**config.mk**
```make
export PLATFORM = sky130hd
export DESIGN_NAME = rv_exec_unit_flat
export DESIGN_NICKNAME = d
export VERILOG_FILES = /design/src/rtl/rv_pkg.sv /design/src/rtl/rv_exec_unit_if.sv /design/src/rtl/alu.sv /design/src/rtl/control.sv /design/src/rtl/reg_file.sv /design/src/rtl/rv_exec_unit.sv /design/src/flat_wrapper.sv
export SDC_FILE = /design/constraint.sdc
export NUM_CORES = 2
export LEC_CHECK = 0
export BUFFER_PORTS_ARGS = -buffer_cell sky130_fd_sc_hd__buf_2
export CAP_MARGIN = 20
export CORE_MARGIN = 2
export CORE_UTILIZATION = 45
export DETAILED_ROUTE_END_ITERATION = 6
export PLACE_DENSITY = 0.68
export SETUP_SLACK_MARGIN = 0.5
export SYNTH_ARGS = -nofsm -noshare
export SYNTH_HDL_FRONTEND = slang
export SYNTH_SLANG_ARGS = --single-unit
```
**constraint.sdc**
```tcl
create_clock -name clk -period 52.3 [get_ports clk]
set_clock_uncertainty 0.15 [all_clocks]
set_input_delay 2.615 -clock clk [delete_from_list [all_inputs] [get_ports clk]]
set_output_delay 2.615 -clock clk [all_outputs]
set_load 0.005 [all_outputs]
```
**src/rtl/rv_pkg.sv**
```systemverilog
// Shared constants for the RV32I-subset execute slice: opcodes, funct3 codes and ALU ops.
package rv_pkg;

  localparam logic [6:0] OpcOp     = 7'b0110011;
  localparam logic [6:0] OpcOpImm  = 7'b0010011;
  localparam logic [6:0] OpcStore  = 7'b0100011;
  localparam logic [6:0] OpcBranch = 7'b1100011;
  localparam logic [6:0] OpcJal    = 7'b1101111;
  localparam logic [6:0] OpcJalr   = 7'b1100111;

  // Arithmetic / logic funct3 (shared by OP and OP-IMM)
  localparam logic [2:0] F3AddSub = 3'b000;
  localparam logic [2:0] F3Sll    = 3'b001;
  localparam logic [2:0] F3Slt    = 3'b010;
  localparam logic [2:0] F3Xor    = 3'b100;
  localparam logic [2:0] F3Srl    = 3'b101;
  localparam logic [2:0] F3Or     = 3'b110;
  localparam logic [2:0] F3And    = 3'b111;

  // Memory / control-flow funct3
  localparam logic [2:0] F3Sw     = 3'b010;
  localparam logic [2:0] F3Beq    = 3'b000;
  localparam logic [2:0] F3Bne    = 3'b001;
  localparam logic [2:0] F3Blt    = 3'b100;
  localparam logic [2:0] F3Bge    = 3'b101;
  localparam logic [2:0] F3Jalr   = 3'b000;

  typedef enum logic [2:0] {
    AluAdd = 3'd0,
    AluSub = 3'd1,
    AluAnd = 3'd2,
    AluOr  = 3'd3,
    AluXor = 3'd4,
    AluSll = 3'd5,
    AluSrl = 3'd6,
    AluSlt = 3'd7
  } alu_op_e;

endpackage

```
**src/rtl/rv_exec_unit_if.sv**
```systemverilog
// Core <-> execute-slice bus: instruction/PC in, next-PC decision and store request out.
interface rv_exec_unit_if;
  logic [31:0] instr;
  logic [31:0] pc;
  logic        branch_taken;
  logic [31:0] branch_target;
  logic [31:0] mem_addr;
  logic [31:0] mem_data;
  logic        mem_we;

  // Core side: owns PC and fetch.
  modport master (
    output instr, pc,
    input  branch_taken, branch_target, mem_addr, mem_data, mem_we
  );

  // Execute slice side.
  modport slave (
    input  instr, pc,
    output branch_taken, branch_target, mem_addr, mem_data, mem_we
  );
endinterface

```
**src/rtl/alu.sv**
```systemverilog
// Pure combinational 32-bit ALU; shifts use b[4:0], arithmetic wraps mod 2^32.
module alu
  import rv_pkg::*;
(
  input  alu_op_e     op,
  input  logic [31:0] a,
  input  logic [31:0] b,
  output logic [31:0] result
);

  // Operation select
  always_comb begin
    result = '0;
    unique case (op)
      AluAdd: result = a + b;
      AluSub: result = a - b;
      AluAnd: result = a & b;
      AluOr:  result = a | b;
      AluXor: result = a ^ b;
      AluSll: result = a << b[4:0];
      AluSrl: result = a >> b[4:0];
      AluSlt: result = {31'b0, $signed(a) < $signed(b)};
      default: result = '0;
    endcase
  end

endmodule

```
**src/rtl/control.sv**
```systemverilog
// Instruction decode, immediate generation and branch decision from the ALU result.
module control
  import rv_pkg::*;
(
  input  logic [31:0] instr,
  input  logic [31:0] alu_result,
  output alu_op_e     alu_op,
  output logic [31:0] imm32,
  output logic        has_imm,
  output logic        rf_we,
  output logic        mem_we,
  output logic        lr,
  output logic        direct_branch,
  output logic        branch_taken
);

  logic [6:0]  opcode;
  logic [2:0]  funct3;
  logic [31:0] imm_i, imm_s, imm_b, imm_j;

  assign opcode = instr[6:0];
  assign funct3 = instr[14:12];

  assign imm_i = {{20{instr[31]}}, instr[31:20]};
  assign imm_s = {{20{instr[31]}}, instr[31:25], instr[11:7]};
  assign imm_b = {{19{instr[31]}}, instr[31], instr[7], instr[30:25], instr[11:8], 1'b0};
  assign imm_j = {{11{instr[31]}}, instr[31], instr[19:12], instr[20], instr[30:21], 1'b0};

  // Decode: defaults describe the NOP, each supported encoding overrides them
  always_comb begin
    alu_op        = AluAdd;
    imm32         = '0;
    has_imm       = 1'b1;
    rf_we         = 1'b0;
    mem_we        = 1'b0;
    lr            = 1'b0;
    direct_branch = 1'b0;
    case (opcode)
      OpcOp: begin
        has_imm = 1'b0;
        rf_we   = 1'b1;
        case (funct3)
          F3AddSub: alu_op = instr[30] ? AluSub : AluAdd;
          F3Sll:    alu_op = AluSll;
          F3Slt:    alu_op = AluSlt;
          F3Xor:    alu_op = AluXor;
          F3Srl:    alu_op = AluSrl;
          F3Or:     alu_op = AluOr;
          F3And:    alu_op = AluAnd;
          default: begin
            has_imm = 1'b1;
            rf_we   = 1'b0;
          end
        endcase
      end
      OpcOpImm: begin
        imm32 = imm_i;
        rf_we = 1'b1;
        case (funct3)
          F3AddSub: alu_op = AluAdd;
          F3Sll:    alu_op = AluSll;
          F3Slt:    alu_op = AluSlt;
          F3Xor:    alu_op = AluXor;
          F3Srl:    alu_op = AluSrl;
          F3Or:     alu_op = AluOr;
          F3And:    alu_op = AluAnd;
          default: begin
            imm32 = '0;
            rf_we = 1'b0;
          end
        endcase
      end
      OpcStore: begin
        if (funct3 == F3Sw) begin
          imm32  = imm_s;
          mem_we = 1'b1;
        end
      end
      OpcBranch: begin
        case (funct3)
          F3Beq, F3Bne: begin
            alu_op        = AluSub;
            has_imm       = 1'b0;
            imm32         = imm_b;
            direct_branch = 1'b1;
          end
          F3Blt, F3Bge: begin
            alu_op        = AluSlt;
            has_imm       = 1'b0;
            imm32         = imm_b;
            direct_branch = 1'b1;
          end
          default: ;
        endcase
      end
      OpcJal: begin
        imm32         = imm_j;
        direct_branch = 1'b1;
        lr            = 1'b1;
        rf_we         = 1'b1;
      end
      OpcJalr: begin
        if (funct3 == F3Jalr) begin
          imm32 = imm_i;
          lr    = 1'b1;
          rf_we = 1'b1;
        end
      end
      default: ;
    endcase
  end

  // Branch decision, kept apart from decode so the ALU feedback is not a combinational loop
  always_comb begin
    branch_taken = 1'b0;
    case (opcode)
      OpcBranch: begin
        case (funct3)
          F3Beq:   branch_taken = (alu_result == 32'd0);
          F3Bne:   branch_taken = (alu_result != 32'd0);
          F3Blt:   branch_taken = alu_result[0];
          F3Bge:   branch_taken = ~alu_result[0];
          default: branch_taken = 1'b0;
        endcase
      end
      OpcJal:  branch_taken = 1'b1;
      OpcJalr: branch_taken = (funct3 == F3Jalr);
      default: branch_taken = 1'b0;
    endcase
  end

endmodule

```
**src/rtl/reg_file.sv**
```systemverilog
// 32x32 register file: two async read ports, one write port, x0 hardwired to zero, no bypass.
module reg_file (
  input  logic        clk,
  input  logic        rst,
  input  logic [4:0]  raddr_a,
  input  logic [4:0]  raddr_b,
  output logic [31:0] rdata_a,
  output logic [31:0] rdata_b,
  input  logic        we,
  input  logic [4:0]  waddr,
  input  logic [31:0] wdata
);

  logic [31:0] regs [32];

  // Storage; async reset clears every entry and holds writes off
  always_ff @(posedge clk or posedge rst) begin
    if (rst) begin
      for (int i = 0; i < 32; i++) begin
        regs[i] <= '0;
      end
    end else if (we && (waddr != 5'd0)) begin
      regs[waddr] <= wdata;
    end
  end

  // Read ports: old value during a write cycle
  always_comb begin
    rdata_a = (raddr_a == 5'd0) ? 32'd0 : regs[raddr_a];
    rdata_b = (raddr_b == 5'd0) ? 32'd0 : regs[raddr_b];
  end

endmodule

```
**src/rtl/rv_exec_unit.sv**
```systemverilog
// Execute/writeback slice: wiring of decode, ALU and register file plus target/link muxing.
module rv_exec_unit
  import rv_pkg::*;
(
  input  logic           clk,
  input  logic           rst,
  rv_exec_unit_if.slave  bus
);

  alu_op_e     alu_op;
  logic [31:0] imm32, rs1_data, rs2_data, src_b, alu_result, wb_data, pc_plus4;
  logic        has_imm, rf_we, mem_we, lr, direct_branch, branch_taken;

  control u_control (
    .instr         (bus.instr),
    .alu_result    (alu_result),
    .alu_op        (alu_op),
    .imm32         (imm32),
    .has_imm       (has_imm),
    .rf_we         (rf_we),
    .mem_we        (mem_we),
    .lr            (lr),
    .direct_branch (direct_branch),
    .branch_taken  (branch_taken)
  );

  reg_file u_reg_file (
    .clk     (clk),
    .rst     (rst),
    .raddr_a (bus.instr[19:15]),
    .raddr_b (bus.instr[24:20]),
    .rdata_a (rs1_data),
    .rdata_b (rs2_data),
    .we      (rf_we),
    .waddr   (bus.instr[11:7]),
    .wdata   (wb_data)
  );

  alu u_alu (
    .op     (alu_op),
    .a      (rs1_data),
    .b      (src_b),
    .result (alu_result)
  );

  // Operand, writeback and next-PC muxes; JALR target drops bit 0
  always_comb begin
    pc_plus4          = bus.pc + 32'd4;
    src_b             = has_imm ? imm32 : rs2_data;
    wb_data           = lr ? pc_plus4 : alu_result;
    bus.branch_target = direct_branch ? (bus.pc + imm32) : {alu_result[31:1], 1'b0};
    bus.branch_taken  = branch_taken;
    bus.mem_addr      = alu_result;
    bus.mem_data      = rs2_data;
    bus.mem_we        = mem_we;
  end

endmodule

```
**src/flat_wrapper.sv**
```systemverilog
// flat-port wrapper written by rule: the top's interface ports become plain ports
module rv_exec_unit_flat import rv_pkg::*;
  (clk, rst, bus_instr, bus_pc, bus_branch_taken, bus_branch_target, bus_mem_addr, bus_mem_data, bus_mem_we);
  rv_exec_unit_if bus_i ();
  input  logic clk;
  input  logic rst;
  input wire logic [$bits(bus_i.instr)-1:0] bus_instr;
  input wire logic [$bits(bus_i.pc)-1:0] bus_pc;
  output wire logic [$bits(bus_i.branch_taken)-1:0] bus_branch_taken;
  output wire logic [$bits(bus_i.branch_target)-1:0] bus_branch_target;
  output wire logic [$bits(bus_i.mem_addr)-1:0] bus_mem_addr;
  output wire logic [$bits(bus_i.mem_data)-1:0] bus_mem_data;
  output wire logic [$bits(bus_i.mem_we)-1:0] bus_mem_we;
  assign bus_i.instr = bus_instr;
  assign bus_i.pc = bus_pc;
  assign bus_branch_taken = bus_i.branch_taken;
  assign bus_branch_target = bus_i.branch_target;
  assign bus_mem_addr = bus_i.mem_addr;
  assign bus_mem_data = bus_i.mem_data;
  assign bus_mem_we = bus_i.mem_we;
  rv_exec_unit u_core (.clk(clk), .rst(rst), .bus(bus_i));
endmodule
```
Yosys cells after proc, flatten, opt, wreduce, memory -nomap -nowiden
Index checks and enable logic that the tools add are counted.

operators by class
  $add $sub $neg = 4
  magnitude comparators = 5
  eq/ne operators = 19
  shifts and indexed selects = 2
  mux-type cells = 38
  bitwise operators = 7
  reduce and logical (&&, ||, !) cells = 14

operators by type and width
  operator                 number
  $bwmux W1024             1
  $mux W32                 14
  $bmux W32 S5             2
  $pmux W32 S8             1
  $demux W32 S5            1
  $pmux W32 S5             1
  $add A32 B32 Y32         2
  $add A32 B3 Y32 const B  1
  $and A32 B32 Y32         1
  $logic_not A32 Y1        1
  $lt A32 B32 Y1           1
  $or A32 B32 Y32          1
  $reduce_bool A32 Y1      1
  $shl A32 B5 Y32          1
  $shr A32 B5 Y32          1
  $sub A32 B32 Y32         1
  $xor A32 B32 Y32         1
  $eq A3 B3 Y1 const B     8
  $eq A7 B7 Y1 const B     3
  $pmux W3 S7              1
  $ge A6 B6 Y1 const B     3
  $not A5 Y6               3
  $pmux W3 S6              1
  $eq A7 B6 Y1 const B     2
  other kinds (18)         36

word-level totals
  register bits = 1024

Longest topological paths before layout
  depth in word-level cells = 11
  gate-level depth with buffers = 34
  depth with buffers taken out = 26

By module
From an unflattened synthesis, not the netlist that was laid out.

unflattened totals
  cell total of the unflattened synthesis = 5531
  area total of the unflattened synthesis = 66657.7 um2

modules (own cells, without submodules)
  module        instances  cells each  area each (um2)
  reg_file      1          3692        54711.2
  alu           1          1252        7923.8
  rv_exec_unit  1          494         3357.0
  control       1          93          665.6

Least setup slack after synthesis
OpenSTA, ideal clock, no wires.

  kind = input to output
  from = input bus_instr[20]
  to = output bus_branch_taken
  arrival time = 9349 ps
  data required time = 49535 ps
  slack = 40186 ps
  stages on the path = 29
  path through = buf_6 > buf_8 > buf_4 > buf_4 > buf_4 > clkbuf_1 > clkbuf_1 > buf_1 > mux4_2 > mux4_2 > mux2i_1 > o21ai_0 > o21ai_0 > ha_1 > clkbuf_1 > or3_1 > or3_1 > nor2_1 > o211ai_1 > a21oi_1 > o221ai_1 > o41ai_1 > nor2_1 > a211oi_1 > a2bb2oi_1 > nor4_1 > nand4_1 > mux2i_1 > nand2_1

between the ends
  word-level cells in the longest chain between the ends = 11
  elaborated cells between the ends (all ways) = 24
  those cells by class = 2 x add/sub; 1 x order compare; 2 x shift; 11 x mux; 5 x bitwise; 3 x reduce/logical

RTL lines
  what                                                      line                            source
  start, declared                                           flat_wrapper.sv:7               input wire logic [$bits(bus_i.instr)-1:0] bus_instr;
  $not A5 Y6 (implied by the code)                          reg_file.sv:30                  rdata_b = (raddr_b == 5'd0) ? 32'd0 : regs[raddr_b];
  $bmux W32 S5                                              reg_file.sv:30
  $mux W32 (implied by the code) (2 in series)              reg_file.sv:30
  $mux W32                                                  reg_file.sv:30
  $mux W32 *                                                rv_exec_unit.sv:49              src_b = has_imm ? imm32 : rs2_data;
  $sub A32 B32 Y32, or another cell as far along            alu.sv:16                       AluSub: result = a - b;
  $pmux W32 S8 *                                            alu.sv:14                       unique case (op)
  net bus_mem_addr[29]                                      flat_wrapper.sv:11              output wire logic [$bits(bus_i.mem_addr)-1:0] bus_mem_addr;
  $reduce_bool A32 Y1 or $logic_not A32 Y1 (tied branches)  control.sv:120, control.sv:119
  $pmux W1 S4 *                                             control.sv:118                  case (funct3)
  $pmux W1 S3 *                                             control.sv:116                  case (opcode)
  end, declared                                             flat_wrapper.sv:9               output wire logic [$bits(bus_i.branch_taken)-1:0] bus_branch_taken;

The timed path passes the listed nets; every way through them passes the cells marked *. The select of a mux whose other input is x is not followed.

Worst setup path after layout
  from = input bus_instr[23]
  to = output bus_branch_taken

between the ends
  word-level cells in the longest chain between the ends = 11
  elaborated cells between the ends (all ways) = 24
  those cells by class = 2 x add/sub; 1 x order compare; 2 x shift; 11 x mux; 5 x bitwise; 3 x reduce/logical

RTL lines
  what                                               line                source
  $not A5 Y6 (implied by the code)                   reg_file.sv:30
  $bmux W32 S5                                       reg_file.sv:30
  $mux W32 (implied by the code) (2 in series)       reg_file.sv:30
  $mux W32                                           reg_file.sv:30
  $mux W32 *                                         rv_exec_unit.sv:49
  $sub A32 B32 Y32, or another cell as far along     alu.sv:16
  $pmux W32 S8 *                                     alu.sv:14
  $reduce_bool A32 Y1, or another cell as far along  control.sv:120      F3Bne: branch_taken = (alu_result != 32'd0);
  $pmux W1 S4 *                                      control.sv:118
  $pmux W1 S3 *                                      control.sv:116

Every way passes the cells marked *; elsewhere a longest branch is shown, timed or not. The select of a mux whose other input is x is not followed.

==> impl_metrics.py <==
metrics = {
    "synthesis": {
        "syn_area_per_cell_um2": 9.76,
        "synth_area_um2": 64600,
        "ys_types": 109,
        "synth-seq-area-share_pct": 39.6,
        "synthCells": 6621,
        "syn_nets": 6819,
        "synthArstFlopShare_pct": 100,
        "synth_edf_count": 0,
        "synth_commonest_cells": "1279 x nand2_1, 1169 x o21ai_0, 1024 x dfrtp_1, 484 x mux4_2, 475 x clkbuf_1",
        "yosys.cell_count.top_type": "nand2_1",
        "yosysTopAreaCellShare_pct": 39.6,
        "yosys_warnings": 0,
        "synthTopCellsByArea": "dfrtp_1 40%, mux4_2 17%, o21ai_0 9.1%",
        "ys.flop_type": "dfrtp_1",
        "yosys.area.top_type": "dfrtp_1",
        "ys_ff_latch": 1024,
    },
    "clock_network": {
        "cts_num_sinks": 1024,
        "clock_latency_ns": 0.75,
        "root_buffer": "clkbuf_16",
        "postCtsSetupRepairBufs": 0,
        "cts-buffers-inserted": 101,
        "ctsHoldBuffers": 0,
        "clockBufferDepth": 3,
        "cts_tree": "built",
        "clk_pin_slew_ns": 0.06,
        "cts_htree_levels": 3,
        "cts_resized": 0,
    },
    "finish": {
        "syn_to_final_growth_pct": 8.77,
        "fillCellCount": 12900,
        "reg.largest.list": "u_core.u_reg_file.regs (1024)",
        "drive_gt1_share_pct": 17.8,
        "fin_nets": 6612,
        "largest_reg_flops": 1024,
        "regMostFlops": "u_core.u_reg_file.regs",
    },
    "sta": {
        "maxSlewViolCount": 0,
        "tightest_slew_ns": 1.26,
        "rsz0062_at_grt": "no",
        "hold_viol": 0,
        "setup_tns_ns": 0,
        "period_needed_ns": 14.58,
        "setup_ws_ns": 37.72,
        "clock.fmax_mhz": 68.6,
        "setup_violations": 0,
        "maxSlewHeadroom_pct": 15.4,
        "finalCritPeriodShare_pct": 27.9,
    },
    "route": {
        "drt-vias-per-instance": 6.69,
        "first_pass_iters": 6,
        "drc_errors": 0,
        "drt_iter0_drc": 7351,
        "ant_nets": 0,
        "vias": 56200,
        "avgRoutedWirePerCell_um": 30.8,
        "postRouteWirelength_mm": 259,
    },
    "setup_path": {
        "end_kind": "output pin",
        "r2r_slack_ns": 44.70,
        "critical-path-max-stage-delay_ns": 0.83,
        "critPathMaxFanout": 40,
        "crit_slowest_cell": "buf_4",
        "startpoint_type": "primary input",
        "crit_type": "primary input to output pin",
        "cp.required_ns": 49.53,
        "cp.arrival_ns": 11.81,
    },
    "pwr": {
        "clock_power_share_pct": 43.2,
        "power.leakage_nw": 30.3,
        "power.density_nw_per_um2": 25.9,
        "ir_drop_v": 0.0000266,
        "p_comb_share_pct": 12.4,
        "sw_frac_of_total_pct": 27.4,
        "p_switching_mw": 0.499,
        "seqPwrFrac_pct": 44.4,
        "intPower_mw": 1.32,
    },
    "placement": {
        "dp_hpwl_mm": 164,
        "gp_congestion": 1.00,
        "place.port_buffers": 163,
        "place_worst_setup_slack_ns": 37.90,
    },
    "grt": {
        "grt_pass1_vias": 54200,
        "grt_pass1_wl_mm": 376,
        "grt.overflow.total": 0,
        "grt_start_max_net_pins": 166,
        "grt_usage_pct": 34.8,
        "antenna_found_initial": 14,
    },
    "floorplan": {
        "fp.dieW_um": 383,
        "fp.dieArea_um2": 147000,
        "initial_core_util_pct": 45.2,
        "std_cell_rows": 139,
        "die_h_um": 383,
        "io_pins": 164,
        "coreArea_um2": 143000,
    },
    "outcome": {
        "status": "complete, no violations",
    },
    "flow_run": {
        "drv_cap": 0,
    },
    "hold_path": {
        "hp-class": "register to register",
    },
}
-- placed cells by master, fill, tap and decap left out, drive strengths merged, types with 29 or more instances in the layout --
cell    synthesis  final
o211ai         52     52
a22oi          48     48
mux2i         204    204
xnor2          31     31
dfrtp        1024   1024
nand2        1279   1279
a21oi         227    227
o22ai          53     53
nor4           33     33
clkbuf        478    143
o221ai         36     36
o21ai        1217   1217
ha            129    129
mux2           43     43
and3           37     37
and2           29     29
a211oi         36     36
mux4          494    494
nand3         137    137
nor3           70     70
a221oi         30     30
a21o           32     32
buf           152    318
inv           130    132
nor2          218    218
xor2           31     31
-- power groups by stage --
| stage | clock (mW) | combinational (mW) | sequential [mW] |
|---|---|---|---|
| finish | 0.787 | 0.226 | 0.810 |
| global route | 0.822 | 0.238 | 0.810 |
| CTS | 0.790 | 0.220 | 0.809 |
| floorplan | 0 | 0.140 | 0.823 |
| global placement | 0 | 0.218 | 0.823 |
| detailed placement | 0 | 0.219 | 0.824 |
-- final timing paths --
kind | end | startpoint | cells past startpoint
worst max-delay path | bus_branch_taken | bus_instr[23] | 27
max in group asynchronous | u_core.u_reg_file.regs[389]$_DFFE_PP0P_ | rst | 5
worst max register to register | u_core.u_reg_file.regs[511]$_DFFE_PP0P_ | u_core.u_reg_file.regs[1]$_DFFE_PP0P_ | 23
worst min register to register | u_core.u_reg_file.regs[1020]$_DFFE_PP0P_ | u_core.u_reg_file.regs[1020]$_DFFE_PP0P_ | 0
worst min-delay path | u_core.u_reg_file.regs[1020]$_DFFE_PP0P_ | u_core.u_reg_file.regs[1020]$_DFFE_PP0P_ | 0
min in group asynchronous | u_core.u_reg_file.regs[55]$_DFFE_PP0P_ | rst | 2
-- routing by layer --
metal	vias to the layer above	routed length, um	share of wire [%]	global-route usage (%)
met5	-	103	0.040	0
met4	16	17100	6.6	20.0
met3	836	28900	11	8.37
met2	3547	115000	45	52.9
met1	28000	97000	38	45.7
li1	23800	-	-	-
-- final cells by class --
| cell class | count | area (um2) | share of cell area [%] |
|---|---|---|---|
| multi-input combinational | 4837 | 36100 | 51.3 |
| sequential | 1024 | 25600 | 36.5 |
| clock buffer | 141 | 2890 | 4.11 |
| tap | 1903 | 2380 | 3.39 |
| timing repair buffer | 320 | 2140 | 3.05 |
| clock inverter | 42 | 677 | 0.963 |
| inverter | 130 | 495 | 0.705 |
| antenna | 4 | 10.0 | 0.0142 |
-- cells by family (layout without fill, tap and decap cells) --
kind of cell,after synthesis,in the layout,share of synthesized area [%]
buffers and inverters,760,633,5.20
DFF,1024,1024,39.6
xor gates and xnor gates,62,62,0.840
AOI/OAI and AO/OA,1958,1958,17.7
other,0,4,0
and+or+nand+nor,1944,1944,12.9
muxes,741,741,21.2
adders and majority gates,132,132,2.59
-- critical path: cells and delay by family --
family	cells	cell delay, ns
compound gates	7	2.28
mux	1	0.31
buf+inv	5	1.90
simple gates	12	3.92
fa+ha+maj	2	0.71
-- metrics by stage --
| step | hold slack (ns) | utilization, % | cells | cell area (um2) | power (mW) |
|---|---|---|---|---|---|
| final | 0.231 | 49.1 | 8401 | 70300 | 1.82 |
| after global routing | 0.242 | 49.1 | 8397 | 70300 | 1.87 |
| after global placement | 0.215 | 46.5 | 8208 | 66600 | 1.04 |
| after detailed placement | 0.217 | 46.5 | 8209 | 66600 | 1.04 |
| after floorplan | 0.275 | - | 6621 | 64600 | 0.963 |
| after CTS | 0.233 | 49.0 | 8392 | 70200 | 1.82 |
No activity file was read; power rests on OpenSTA's default activity.
